<file path="config.mk">
export PLATFORM = sky130hd
export DESIGN_NAME = un_bitand_seq
export DESIGN_NICKNAME = d
export VERILOG_FILES = /design/src/rtl/un_bitand_pkg.sv /design/src/rtl/un_bitand_chunk.sv /design/src/rtl/un_bitand_seq.sv
export SDC_FILE = /design/constraint.sdc
export NUM_CORES = 1
export LEC_CHECK = 0
export ABC_AREA = 0
export CAP_MARGIN = 20
export CORE_MARGIN = 3
export CORE_UTILIZATION = 38
export CTS_CLUSTER_DIAMETER = 200
export DETAILED_ROUTE_END_ITERATION = 6
export GPL_TIMING_DRIVEN = 0
export HOLD_SLACK_MARGIN = 0.15
export PLACE_DENSITY = 0.77
export SYNTH_ARGS = -nofsm -noshare
export SYNTH_HDL_FRONTEND = slang
export SYNTH_SLANG_ARGS = --single-unit
</file>
<file path="constraint.sdc">
create_clock -name clk_i -period 1.76 [get_ports clk_i]
set_clock_uncertainty 0.15 [all_clocks]
set_input_delay 0.264 -clock clk_i [delete_from_list [all_inputs] [get_ports clk_i]]
set_output_delay 0.264 -clock clk_i [all_outputs]
set_load 0.005 [all_outputs]
</file>
<file path="src/rtl/un_bitand_pkg.sv">
// Shared types and helpers for the multi-beat reduction-AND sequencer.
// Holds the beat mask builder and the signed/unsigned result extension.
package un_bitand_pkg;

    typedef enum logic [1:0] {
        IDLE  = 2'd0,
        ACCUM = 2'd1,
        DONE  = 2'd2
    } state_e;

    // Widest beat and widest extended result the helpers can produce.
    localparam int unsigned MASK_MAX_W = 1024;
    localparam int unsigned EXT_MAX_W  = 64;

    function automatic logic [MASK_MAX_W-1:0] bitand_mask(
        input int unsigned nbits,
        input int unsigned chunk_w
    );
        int unsigned n;
        n = (nbits > chunk_w) ? chunk_w : nbits;
        if (n >= MASK_MAX_W) begin
            return {MASK_MAX_W{1'b1}};
        end
        return ~({MASK_MAX_W{1'b1}} << n);
    endfunction

    function automatic logic [EXT_MAX_W-1:0] bitand_ext(
        input logic        acc,
        input logic        signed_mode,
        input int unsigned out_w
    );
        logic [EXT_MAX_W-1:0] full;
        logic [EXT_MAX_W-1:0] keep;
        full = signed_mode ? {EXT_MAX_W{acc}} : {{(EXT_MAX_W-1){1'b0}}, acc};
        keep = (out_w >= EXT_MAX_W) ? {EXT_MAX_W{1'b1}} : ~({EXT_MAX_W{1'b1}} << out_w);
        return full & keep;
    endfunction

endpackage

</file>
<file path="src/rtl/un_bitand_chunk.sv">
// Masked reduction-AND of one beat: bits at or above nbits are forced to 1,
// so a zero-bit beat yields the identity 1.
module un_bitand_chunk
    import un_bitand_pkg::*;
#(
    parameter  int CHUNK_W = 32,
    localparam int NB_W    = $clog2(CHUNK_W + 1)
) (
    input  logic [CHUNK_W-1:0] data_i,
    input  logic [NB_W-1:0]    nbits_i,
    output logic               red_o
);

    logic [MASK_MAX_W-1:0] mask_full;
    logic [MASK_MAX_W-1:0] data_full;

    // Pad above the beat with ones; the clamped mask is zero there, so the
    // padding never affects the result.
    always_comb begin
        mask_full = bitand_mask(32'(nbits_i), CHUNK_W);
        data_full = {{(MASK_MAX_W - CHUNK_W){1'b1}}, data_i};
        red_o     = &(data_full | ~mask_full);
    end

endmodule

</file>
<file path="src/rtl/un_bitand_seq.sv">
// Multi-beat reduction-AND sequencer: accumulates the masked & of each beat
// and returns the 1-bit result extended to OUT_W bits.
//
// state | meaning
// IDLE  | waiting for the first beat of an operand
// ACCUM | first beat taken, folding further beats into acc
// DONE  | result held on the outputs until the consumer takes it
module un_bitand_seq
    import un_bitand_pkg::*;
#(
    parameter  int CHUNK_W   = 32,
    parameter  int MAX_BEATS = 8,
    parameter  int OUT_W     = 6,
    localparam int NB_W      = $clog2(CHUNK_W + 1),
    localparam int BEAT_W    = $clog2(MAX_BEATS + 1)
) (
    input  logic               clk_i,
    input  logic               reset_i,
    input  logic               in_valid_i,
    output logic               in_ready_o,
    input  logic [CHUNK_W-1:0] in_data_i,
    input  logic [NB_W-1:0]    in_nbits_i,
    input  logic               in_last_i,
    input  logic               in_signed_i,
    output logic               out_valid_o,
    input  logic               out_ready_i,
    output logic [OUT_W-1:0]   out_data_o,
    output logic [BEAT_W-1:0]  out_beats_o,
    output logic               out_trunc_o
);

    state_e              state_q;
    logic                acc_q;
    logic                signed_q;
    logic [BEAT_W-1:0]   beats_q;
    logic [OUT_W-1:0]    out_data_q;
    logic [BEAT_W-1:0]   out_beats_q;
    logic                out_trunc_q;

    logic                beat_red;
    logic                accept;
    logic                acc_d;
    logic                signed_d;
    logic [BEAT_W-1:0]   beats_d;
    logic                hit_max;
    logic [EXT_MAX_W-1:0] ext_full;
    logic [EXT_MAX_W-OUT_W-1:0] ext_unused_bits;

    un_bitand_chunk #(
        .CHUNK_W (CHUNK_W)
    ) u_chunk (
        .data_i  (in_data_i),
        .nbits_i (in_nbits_i),
        .red_o   (beat_red)
    );

    assign in_ready_o  = (state_q != DONE);
    assign out_valid_o = (state_q == DONE);
    assign accept      = in_valid_i && in_ready_o;

    // In IDLE the beat starts a fresh operand, so hit_max there covers MAX_BEATS==1.
    always_comb begin
        acc_d    = (state_q == IDLE) ? beat_red : (acc_q & beat_red);
        signed_d = (state_q == IDLE) ? in_signed_i : signed_q;
        beats_d  = (state_q == IDLE) ? BEAT_W'(1) : (beats_q + BEAT_W'(1));
        hit_max  = (beats_d == BEAT_W'(MAX_BEATS));
        ext_full = bitand_ext(acc_d, signed_d, OUT_W);
    end

    assign ext_unused_bits = ext_full[EXT_MAX_W-1:OUT_W];

    always_ff @(posedge clk_i) begin
        if (reset_i) begin
            state_q     <= IDLE;
            acc_q       <= 1'b1;
            signed_q    <= 1'b0;
            beats_q     <= '0;
            out_data_q  <= '0;
            out_beats_q <= '0;
            out_trunc_q <= 1'b0;
        end else begin
            case (state_q)
                IDLE, ACCUM: begin
                    if (accept) begin
                        acc_q    <= acc_d;
                        signed_q <= signed_d;
                        beats_q  <= beats_d;
                        if (in_last_i || hit_max) begin
                            state_q     <= DONE;
                            out_data_q  <= ext_full[OUT_W-1:0];
                            out_beats_q <= beats_d;
                            out_trunc_q <= !in_last_i;
                        end else begin
                            state_q <= ACCUM;
                        end
                    end
                end
                DONE: begin
                    if (out_ready_i) begin
                        state_q     <= IDLE;
                        acc_q       <= 1'b1;
                        beats_q     <= '0;
                        out_trunc_q <= 1'b0;
                    end
                end
                default: begin
                    state_q <= IDLE;
                    acc_q   <= 1'b1;
                    beats_q <= '0;
                end
            endcase
        end
    end

    assign out_data_o  = out_data_q;
    assign out_beats_o = out_beats_q;
    assign out_trunc_o = out_trunc_q;

endmodule

</file>
# Word-level counts from Yosys, hierarchy flattened
# Cells that the tools add are included.
[word_totals] register_bits=19 inputBits=44 output_inout_bits=13 wordCells=55
[classes] n_bitwise=4 shift=1 magnitude_cmp=2 n_eq_ne=7 n_reduce_logical=11 addsub=1 n_mux=22
[ops] op="$mux 1024" n=2
[ops] op="$not 1024->1024" n=2
[ops] op="$or 1024x1024->1024" n=1
[ops] op="$reduce_and 1024->1" n=1
[ops] op="$shl 1024x32->1024 const A" n=1
[ops] op="$ge 32x11->1 const B" n=1
[ops] op="$mux 4" n=3
[ops] op="$mux 6" n=2
[ops] op="$mux 1" n=8
[ops] op="$pmux 4 s2" n=1
[ops] op="$gt 6x6->1 const B" n=1
[ops] op="$mux 2" n=3
[ops] op="$ne 2x2->1 const B" n=3
[ops] op="$add 4x1->4 const B" n=1
[ops] op="$eq 4x4->1 const B" n=1
[ops] op="$pmux 1 s2" n=2
[ops] op="$pmux 2 s2" n=1
[ops] op="$reduce_and 2->1" n=2
[ops] op="$reduce_and 4->1" n=1
[ops] op="$reduce_and 3->1" n=1
[ops] op="$eq 2x1->1 const B" n=1
[ops] op="$eq 2x2->1 const B" n=1
[ops] op="$logic_not 2->1" n=1
[ops] op="$ne 2x1->1 const B" n=1
[ops] op="6 further kinds" n=6

# Logic depth before layout (Yosys ltp)
# Gate-level depths: netlist of the first run.
[logic_depth] depth_word=12 ltp_mapped=8 depth_no_buf=6

# Modules after synthesis
# A second synthesis of the first run with hierarchy kept.
[hier_totals] cells_unflattened=170 hier_area_um2=1326.3
[modules_own_cells] module="un_bitand_seq" seq_area_each_um2=300.3 area_each_um2=817.0 n_inst=1 cells_per_inst=92
[modules_own_cells] module="un_bitand_chunk" seq_area_each_um2=0.0 area_each_um2=509.2 n_inst=1 cells_per_inst=78

# Worst setup path before layout of the first run
# OpenSTA, ideal clock, no wires.
[synth_path] kind="reg-to-reg" start="register beats_q[0]" end="register out_beats_q[1] (netlist: out_beats_o[1])" required_time_ns=1.540 synth_period_minus_slack_ns=1.792 setup_time_ns=0.070 stages_incl_launch_ff=8 arrival_ns=1.572 slack_ns=-0.032 cell_sequence="dfxtp_1 -> ha_1 -> nor2_1 -> and3_4 -> o21ai_2 -> buf_6 -> or3b_1 -> a21oi_1"
[synth_between] elab_chain_len=5
[synth_rtl] item="start, declared" line_no="un_bitand_seq.sv:35" source="logic [BEAT_W-1:0] beats_q;"
[synth_rtl] item="start signal, assigned" line_no="un_bitand_seq.sv:87" source="beats_q <= beats_d;"
[synth_rtl] item="$add 4x1->4 (*)" line_no="un_bitand_seq.sv:65" source="beats_d = (state_q == IDLE) ? BEAT_W'(1) : (beats_q + BEAT_W'(1));"
[synth_rtl] item="$mux 4 (*)" line_no="un_bitand_seq.sv:65"
[synth_rtl] item="$eq 4x4->1" line_no="un_bitand_seq.sv:66" source="hit_max = (beats_d == BEAT_W'(MAX_BEATS));"
[synth_rtl] item="$logic_or 1x1->1" line_no="un_bitand_seq.sv:88" source="if (in_last_i || hit_max) begin"
[synth_rtl] item="$reduce_and 3->1 (no source line)"
[synth_rtl] item="end signal, assigned" line_no="un_bitand_seq.sv:91" source="out_beats_q <= beats_d;"
[synth_rtl] item="end, declared" line_no="un_bitand_seq.sv:37" source="logic [BEAT_W-1:0] out_beats_q;"
# Every way passes the cells marked *; elsewhere a longest branch is shown, timed or not.
# A chain may end at the register's enable or synchronous reset.

# Final worst setup path of the first run
# Same ends and word-level chain as after synthesis.

==> run summary, run 1 <==
=================================================================================
Finished Cell Area                                                   0.00210 mm^2
Max IR drop VDD                                                          0.298 mV
ANT cells                                                                       0
Category of the critical setup timing path                                reg2reg
Via total after detailed routing                                             1549
Total cell area at the placement stage                               0.00185 mm^2
H-tree depth                                                                    1
Setup violations, final                                                         6
Cell types with the highest counts after synthesis                   20 x sky130_fd_sc_hd__o21ai_0, 16 x sky130_fd_sc_hd__a21oi_1, 15 x sky130_fd_sc_hd__dfxtp_1, 15 x sky130_fd_sc_hd__nor2_1, 12 x sky130_fd_sc_hd__nand2_1
Final WS setup                                                          -0.116 ns
Max Transition Viols Final                                                      0
Max cap viols                                                                   0
Drt pass-1 iters                                                                4
Library cells used by synthesis                                                51
Net count reported at finish                                                  285
Final weighted congestion in routability-driven placement                   0.852
Core Region                                                          0.00315 mm^2
Layout cells sized above 1                                                  28.5%
Startpoint of the worst register-to-register path                      beats_q[0]
I/O pin total                                                                  57
Vias in the first global route                                               1438
Failing checks                                                       setup timing
Register clock-pin slew on the reported worst setup and hold paths        0.10 ns
Sequential cell area fraction in the yosys report                           23.3%
Die outline width                                                         64.2 um
Tot Pwr                                                                0.000903 W
Final Critical Period                                                     1.88 ns
FFs w/ async S/R, synth                                                        0%
Worst endpoint required time                                              1.85 ns
Total CTS buffers                                                               3
Path depth of the worst reg2reg path                                            7
Post-synth EDFFs                                                                0
Num Clock Sinks                                                                15
Arrival time at the worst endpoint                                        1.97 ns
Number of buffers inserted by port buffering                                   50
Synthesized instance count                                                    171
Total congestion overflow                                                       0
Maximum buffer depth of the clock tree                                          2
Share of the cycle needed by the critical path after routing                 107%
Synthesized netlist net count                                                 216
Min-Delay Startpoint                                                   in_valid_i
Area leader, netlist                                                 sky130_fd_sc_hd__dfxtp_1
Outcome                                                              finished, violations left
Crit. Startpoint                                                       beats_q[0]
Main area contributors after synthesis                               sky130_fd_sc_hd__dfxtp_1 23%, sky130_fd_sc_hd__o21ai_0 7.8%, sky130_fd_sc_hd__a21oi_1 6.2%
Initial standard-cell utilization of the core                               40.8%
Master cell of the clock root buffer                                 sky130_fd_sc_hd__clkbuf_4
Pin count of the biggest net entering global routing                           11
Number of antenna violations at the first check in global routing               0
GR Util All Layers                                                          20.3%
Via/cell ratio                                                               5.47
Die height                                                                64.2 um
Biggest fanout along the worst timing path                                      6
TritonCTS clock tree                                                          yes
RSZ-0062 raised after global routing                                         true
Fraction of post-synthesis cell area in the top cell type by area           23.3%
Transition at the pin with the smallest max-transition slack             0.514 ns
Setup crit end kind                                                      register
DP Worst Slack                                                          -0.713 ns
Std cell rows                                                                  20
Initial detailed-routing violation count                                      120
Die ar.                                                              0.00412 mm^2
Antenna Nets Post-Route                                                         0
Startpoint type of the worst setup path                                  register
Post-detail-place hpwl                                                    3.00 mm
Final core utilization                                                      66.6%
Yosys Warn Count                                                                0
Mean instance size in the synthesized netlist                           7.52 um^2
Wire length per cell                                                      15.0 um
Wire length of the first global-routing pass                              6.73 mm
Leak Pwr                                                                 0.779 nW
Total standard cell area after synthesis                             0.00129 mm^2
Number of flip-flops and latches in the synthesized netlist                    15
Synthesis-to-finish area growth                                             63.3%
Top FF cell, synth                                                   sky130_fd_sc_hd__dfxtp_1
Cts hold-fix bufs                                                               0
Max transition margin                                                       64.8%
Post-route DRC                                                                  0
Worst hold path depth                                                           3
Path type of the worst min-delay path                                      in2reg
Routed wire length                                                        4.25 mm
Max Fclk                                                                  533 MHz
Insertion delay to the later sink of the worst-skew pair                  0.30 ns
Endpoints failing hold                                                          0
Fillcell total                                                                282
Power density over the cells                                          430 mW/mm^2
Most frequent cell after synthesis                                   sky130_fd_sc_hd__o21ai_0
=================================================================================
-- repair_timing --
action,in CTS,in global routing
gates resized for setup,24,18
buffers inserted,7,7
pin swaps,11,12
setup endpoints to repair,10,8
-- sequential cells by signal, summed over array words and instances, names as in the netlist --
| register | count |
|---|---|
| acc_q | 1 |
| out_beats_o | 4 |
| beats_q | 4 |
| out_data_o | 2 |
| out_trunc_o | 1 |
| state_q | 2 |
| signed_q | 1 |
-- cell usage in the layout, fill, tap and decap left out, types with 2 or more instances in the layout --
cell | synthesis | routed
sky130_fd_sc_hd__buf_4 | 4 | 17
sky130_fd_sc_hd__a211oi_1 | 3 | 3
sky130_fd_sc_hd__nor2_4 | 0 | 2
sky130_fd_sc_hd__mux2i_1 | 4 | 4
sky130_fd_sc_hd__dfxtp_2 | 0 | 4
sky130_fd_sc_hd__nor2_2 | 2 | 2
sky130_fd_sc_hd__dfxtp_1 | 15 | 9
sky130_fd_sc_hd__nand2_1 | 12 | 12
sky130_fd_sc_hd__inv_1 | 8 | 8
sky130_fd_sc_hd__nand2b_1 | 3 | 2
sky130_fd_sc_hd__clkdlybuf4s50_1 | 0 | 45
sky130_fd_sc_hd__or3_1 | 2 | 2
sky130_fd_sc_hd__nand3_1 | 5 | 5
sky130_fd_sc_hd__a21oi_2 | 0 | 3
sky130_fd_sc_hd__nor2_1 | 15 | 13
sky130_fd_sc_hd__clkbuf_4 | 1 | 4
sky130_fd_sc_hd__dfxtp_4 | 0 | 2
sky130_fd_sc_hd__nor3_2 | 0 | 2
sky130_fd_sc_hd__a32oi_1 | 2 | 2
sky130_fd_sc_hd__o211ai_1 | 3 | 3
sky130_fd_sc_hd__buf_2 | 4 | 4
sky130_fd_sc_hd__nand3b_1 | 2 | 2
sky130_fd_sc_hd__dlygate4sd2_1 | 0 | 3
sky130_fd_sc_hd__o22ai_1 | 3 | 2
sky130_fd_sc_hd__nor3_1 | 6 | 4
sky130_fd_sc_hd__nor2b_1 | 3 | 3
sky130_fd_sc_hd__o21ai_2 | 1 | 2
sky130_fd_sc_hd__a31oi_1 | 3 | 3
sky130_fd_sc_hd__o21ai_0 | 20 | 17
sky130_fd_sc_hd__buf_6 | 5 | 6
sky130_fd_sc_hd__a21oi_1 | 16 | 13
-- routing by layer --
layer,vias up,global-route usage [%],wire length (um)
met5,-,0,0
met4,0,5.01,46
met3,8,4.22,266
met2,65,33.9,2110
met1,702,26.5,1830
li1,774,-,-
-- path summary, 6_finish.rpt --
| check | to | slack, ns |
|---|---|---|
| worst max-delay path | out_beats_o[1] | -0.12 |
| worst min-delay path | signed_q | 0.18 |
| worst max register to register | out_beats_o[1] | -0.12 |
| worst min register to register | out_beats_o[2] | 0.33 |
-- final cells by class --
cell class / instances / area, um^2 / share of cell area (%)
inverters: 8 / 30.0 / 1.43
clock inverters: 1 / 5.00 / 0.238
repair buffers: 64 / 596 / 28.4
multi-input cells: 133 / 948 / 45.1
clock buffers: 3 / 22.5 / 1.07
flip-flops and latches: 15 / 313 / 14.9
plain buffers: 15 / 131 / 6.25
well taps: 44 / 55.1 / 2.62
-- through the flow --
stage | cells | hold slack (ns) | TNS [ns]
3_5_place_dp | 265 | 0.299 | -2.39
6_report | 283 | 0.182 | -0.290
4_1_cts | 276 | 0.160 | -0.0727
2_1_floorplan | 171 | 0.272 | 0
3_3_place_gp | 265 | 0.288 | -2.24
5_1_grt | 283 | 0.180 | -0.839
-- power by group --
| group | total, W | switching, W | internal, W |
|---|---|---|---|
| registers | 0.000361 | 0.0000121 | 0.000349 |
| logic | 0.000330 | 0.000151 | 0.000179 |
| clock network | 0.000212 | 0.000127 | 0.0000849 |
-- worst max-delay path, stage by stage (launching register included) --
cell and delay, ns:
sky130_fd_sc_hd__dfxtp_4 0.38, sky130_fd_sc_hd__ha_4 0.17, sky130_fd_sc_hd__xnor2_2 0.17, sky130_fd_sc_hd__and3_4 0.23, sky130_fd_sc_hd__o21ai_4 0.05, sky130_fd_sc_hd__buf_6 0.13
sky130_fd_sc_hd__or3b_1 0.40, sky130_fd_sc_hd__a21oi_2 0.14
-- cells by family (layout without fill, tap and decap cells) --
| kind of cell | Yosys count | after routing | synth area share, % |
|---|---|---|---|
| XOR/XNOR | 1 | 1 | 0.681 |
| adder cells (fa/ha/maj) | 3 | 3 | 2.63 |
| multiplexers | 5 | 5 | 4.18 |
| AND/OR/NAND/NOR | 59 | 59 | 25.0 |
| AO/OA/AOI/OAI | 65 | 65 | 32.1 |
| buffers and inverters | 23 | 91 | 12.1 |
| flip-flops | 15 | 15 | 23.3 |
Power figures use the tool's default switching activity.
==> inputs of run 2 (changes only) <==
GPL_TIMING_DRIVEN = not set   (was 0)
HOLD_SLACK_MARGIN = 0.06   (was 0.15)
clock period = 1.5 ns   (was 1.76 ns; I/O delays follow)
==> run summary, run 2 (synthesis gave the netlist of run 1 again) <==
=================================================================================
Setup crit end kind                                                      register   unchanged
ANT cells                                                                       0   unchanged
Failing checks                                                       setup timing   unchanged
Post-route DRC                                                                  0   unchanged
Startpoint type of the worst setup path                              primary input   was register
Layout cells sized above 1                                                  36.9%   was 28.5%
Antenna Nets Post-Route                                                         0   unchanged
Share of the cycle needed by the critical path after routing                 124%
Master cell of the clock root buffer                                 sky130_fd_sc_hd__clkbuf_4   unchanged
Total placed cells including tap cells                                        289   was 265
Fillcell total                                                                232   was 282
Biggest fanout along the worst timing path                                      7   was 6
FF-to-FF End                                                         out_data_o[0]   was out_beats_o[1]
Max Fclk                                                                  537 MHz
Wire length per cell                                                      15.6 um   was 15.0 um
Initial detailed-routing violation count                                      109   was 120
I/O pin total                                                                  57   unchanged
Setup total negative slack                                               -2.91 ns   was -0.290 ns
Final WS setup                                                          -0.363 ns   was -0.116 ns
Core Region                                                          0.00315 mm^2   unchanged
Min-Delay Startpoint                                                 out_beats_o[2]   was in_valid_i
Non-filler cells in the finished layout                                       307   was 283
Post-detail-place hpwl                                                    3.28 mm   was 3.00 mm
Crit path max-delay cell type                                        sky130_fd_sc_hd__nor4_4   was sky130_fd_sc_hd__or3b_1
Via total after detailed routing                                             1718   was 1549
Max cap viols                                                                   0   unchanged
Top metal layer carrying routed signals                                      met4   unchanged
Max transition margin                                                       78.4%   was 64.8%
Final weighted congestion in routability-driven placement                   0.920   was 0.852
Wire length of the first global-routing pass                              7.38 mm   was 6.73 mm
Num Clock Sinks                                                                15   unchanged
Outcome                                                              finished, violations left   unchanged
Worst hold path depth                                                           2   was 3
Worst endpoint required time                                              1.53 ns   was 1.85 ns
Maximum buffer depth of the clock tree                                          2   unchanged
Worst stage delay on the critical path                                    0.30 ns   was 0.40 ns
Most common cell after layout, fill and taps aside                   sky130_fd_sc_hd__clkdlybuf4s50_1   unchanged
Worst reg-to-reg setup slack                                             -0.32 ns   was -0.12 ns
Sequence of cells on the critical path                               buf_6, buf_12, nor4_4, o22ai_1, nor3_1, nand4_1, or2_4, o41ai_2   was ha_4, xnor2_2, and3_4, o21ai_4, buf_6, or3b_1, a21oi_2
Std cell rows                                                                  20   unchanged
Routed wl met3                                                             421 um   was 266 um
Endpoints failing hold                                                          0   unchanged
Max IR drop VDD                                                          0.429 mV   was 0.298 mV
RSZ-0062 raised after global routing                                         true   unchanged
Number of antenna violations at the first check in global routing               0   unchanged
Power density over the cells                                          482 mW/mm^2   was 430 mW/mm^2
Synthesis-to-finish area growth                                             82.2%   was 63.3%
Finished Cell Area                                                   0.00234 mm^2   was 0.00210 mm^2
Total CTS buffers                                                               3   unchanged
Max Transition Viols Final                                                      0   unchanged
Hold Path Sink                                                       out_beats_o[2]   was signed_q
Final Critical Period                                                     1.86 ns
TritonCTS clock tree                                                          yes   unchanged
Net count reported at finish                                                  309   was 285
Detailed route wirelength on metal2                                       2.33 mm   was 2.11 mm
Register clock-pin slew on the reported worst setup and hold paths        0.08 ns   was 0.10 ns
Die outline width                                                         64.2 um   unchanged
Path type of the worst min-delay path                                     reg2reg   was in2reg
Routed wire length                                                        4.80 mm   was 4.25 mm
Post-route met1 wirelength                                                2.03 mm   was 1.83 mm
Most frequent cells in the layout                                    41 x sky130_fd_sc_hd__clkdlybuf4s50_1, 37 x sky130_fd_sc_hd__buf_4, 15 x sky130_fd_sc_hd__o21ai_0   was 45 x sky130_fd_sc_hd__clkdlybuf4s50_1, 17 x sky130_fd_sc_hd__o21ai_0, 17 x sky130_fd_sc_hd__buf_4
Setup violations, final                                                        15   was 6
Die ar.                                                              0.00412 mm^2   unchanged
H-tree depth                                                                    1   unchanged
Hold WS                                                                  0.318 ns   was 0.182 ns
Leak Pwr                                                                  1.00 nW   was 0.779 nW
Total cell area at the placement stage                               0.00206 mm^2   was 0.00185 mm^2
Pin count of the biggest net entering global routing                           17   was 11
Die height                                                                64.2 um   unchanged
Vias in the first global route                                               1578   was 1438
Insertion delay to the later sink of the worst-skew pair                  0.29 ns   was 0.30 ns
Arrival time at the worst endpoint                                        1.89 ns   was 1.97 ns
Startpoint of the worst register-to-register path                      state_q[0]   was beats_q[0]
Path depth of the worst reg2reg path                                            7   unchanged
Initial standard-cell utilization of the core                               40.8%   unchanged
Drt pass-1 iters                                                                4   unchanged
Cts hold-fix bufs                                                               0   unchanged
Transition at the pin with the smallest max-transition slack             0.324 ns   was 0.514 ns
Via/cell ratio                                                               5.60   was 5.47
GR Util All Layers                                                          22.1%   was 20.3%
Total congestion overflow                                                       0   unchanged
Number of buffers inserted by port buffering                                   56   was 50
Category of the critical setup timing path                                 in2reg   was reg2reg
=================================================================================
[run 2: critical path, delay by kind of cell]
family | cells | cell delay, ns
buffers and inverters | 2 | 0.22
AOI/OAI and AO/OA | 2 | 0.43
and+or+nand+nor | 4 | 1.01
[run 2: repair_timing]
action,CTS,global route
endpoints found under the setup margin,24,23
endpoints found under the hold margin,0,0
gates resized for setup,53,27
pin swaps,11,7
setup buffers,10,5
[run 2: worst max-delay path by stage]
stage	start	endpoint	slack [ns]	cells past startpoint
floorplan	state_q[0]	out_beats_o[1]	-0.23	8
global placement	in_nbits_i[5]	out_data_o[0]	-0.73	8
detailed placement	in_nbits_i[5]	out_data_o[0]	-0.80	8
CTS	in_nbits_i[5]	out_data_o[0]	-0.27	8
global route	in_nbits_i[5]	out_data_o[0]	-0.47	8
finish	in_nbits_i[5]	out_data_o[0]	-0.36	8
[run 2: metal layers]
metal | GRT usage, % | up-vias
li1 | - | 816
met1 | 30.1 | 814
met2 | 36.8 | 86
met3 | 3.69 | 2
met4 | 3.96 | 0
met5 | 0 | -
[run 2: final cells by class]
type | count | area (um^2) | area share [%]
inverter | 8 | 33.8 | 1.44
tap | 44 | 55.1 | 2.35
timing repair buffer | 103 | 952 | 40.6
clock buffer | 4 | 26.3 | 1.12
sequential | 15 | 320 | 13.7
multi-input combinational | 133 | 956 | 40.8
[run 2: power breakdown]
group / switching, W / leakage (nW) / total [W] / internal (W)
Clock: 0.000131 / 0.0150 / 0.000234 / 0.000103
Combinational: 0.000200 / 0.862 / 0.000469 / 0.000268
Sequential: 0.0000162 / 0.127 / 0.000425 / 0.000409
[run 2: stage by stage]
stage	worst slack, ns	power (W)	util (%)
after global placement	-0.733	0.000822	65.3
after detailed placement	-0.803	0.000827	65.3
after CTS	-0.266	0.00109	70.9
final	-0.363	0.00113	74.3
after global routing	-0.470	0.00119	74.3
after floorplan	-0.232	0.000607	-
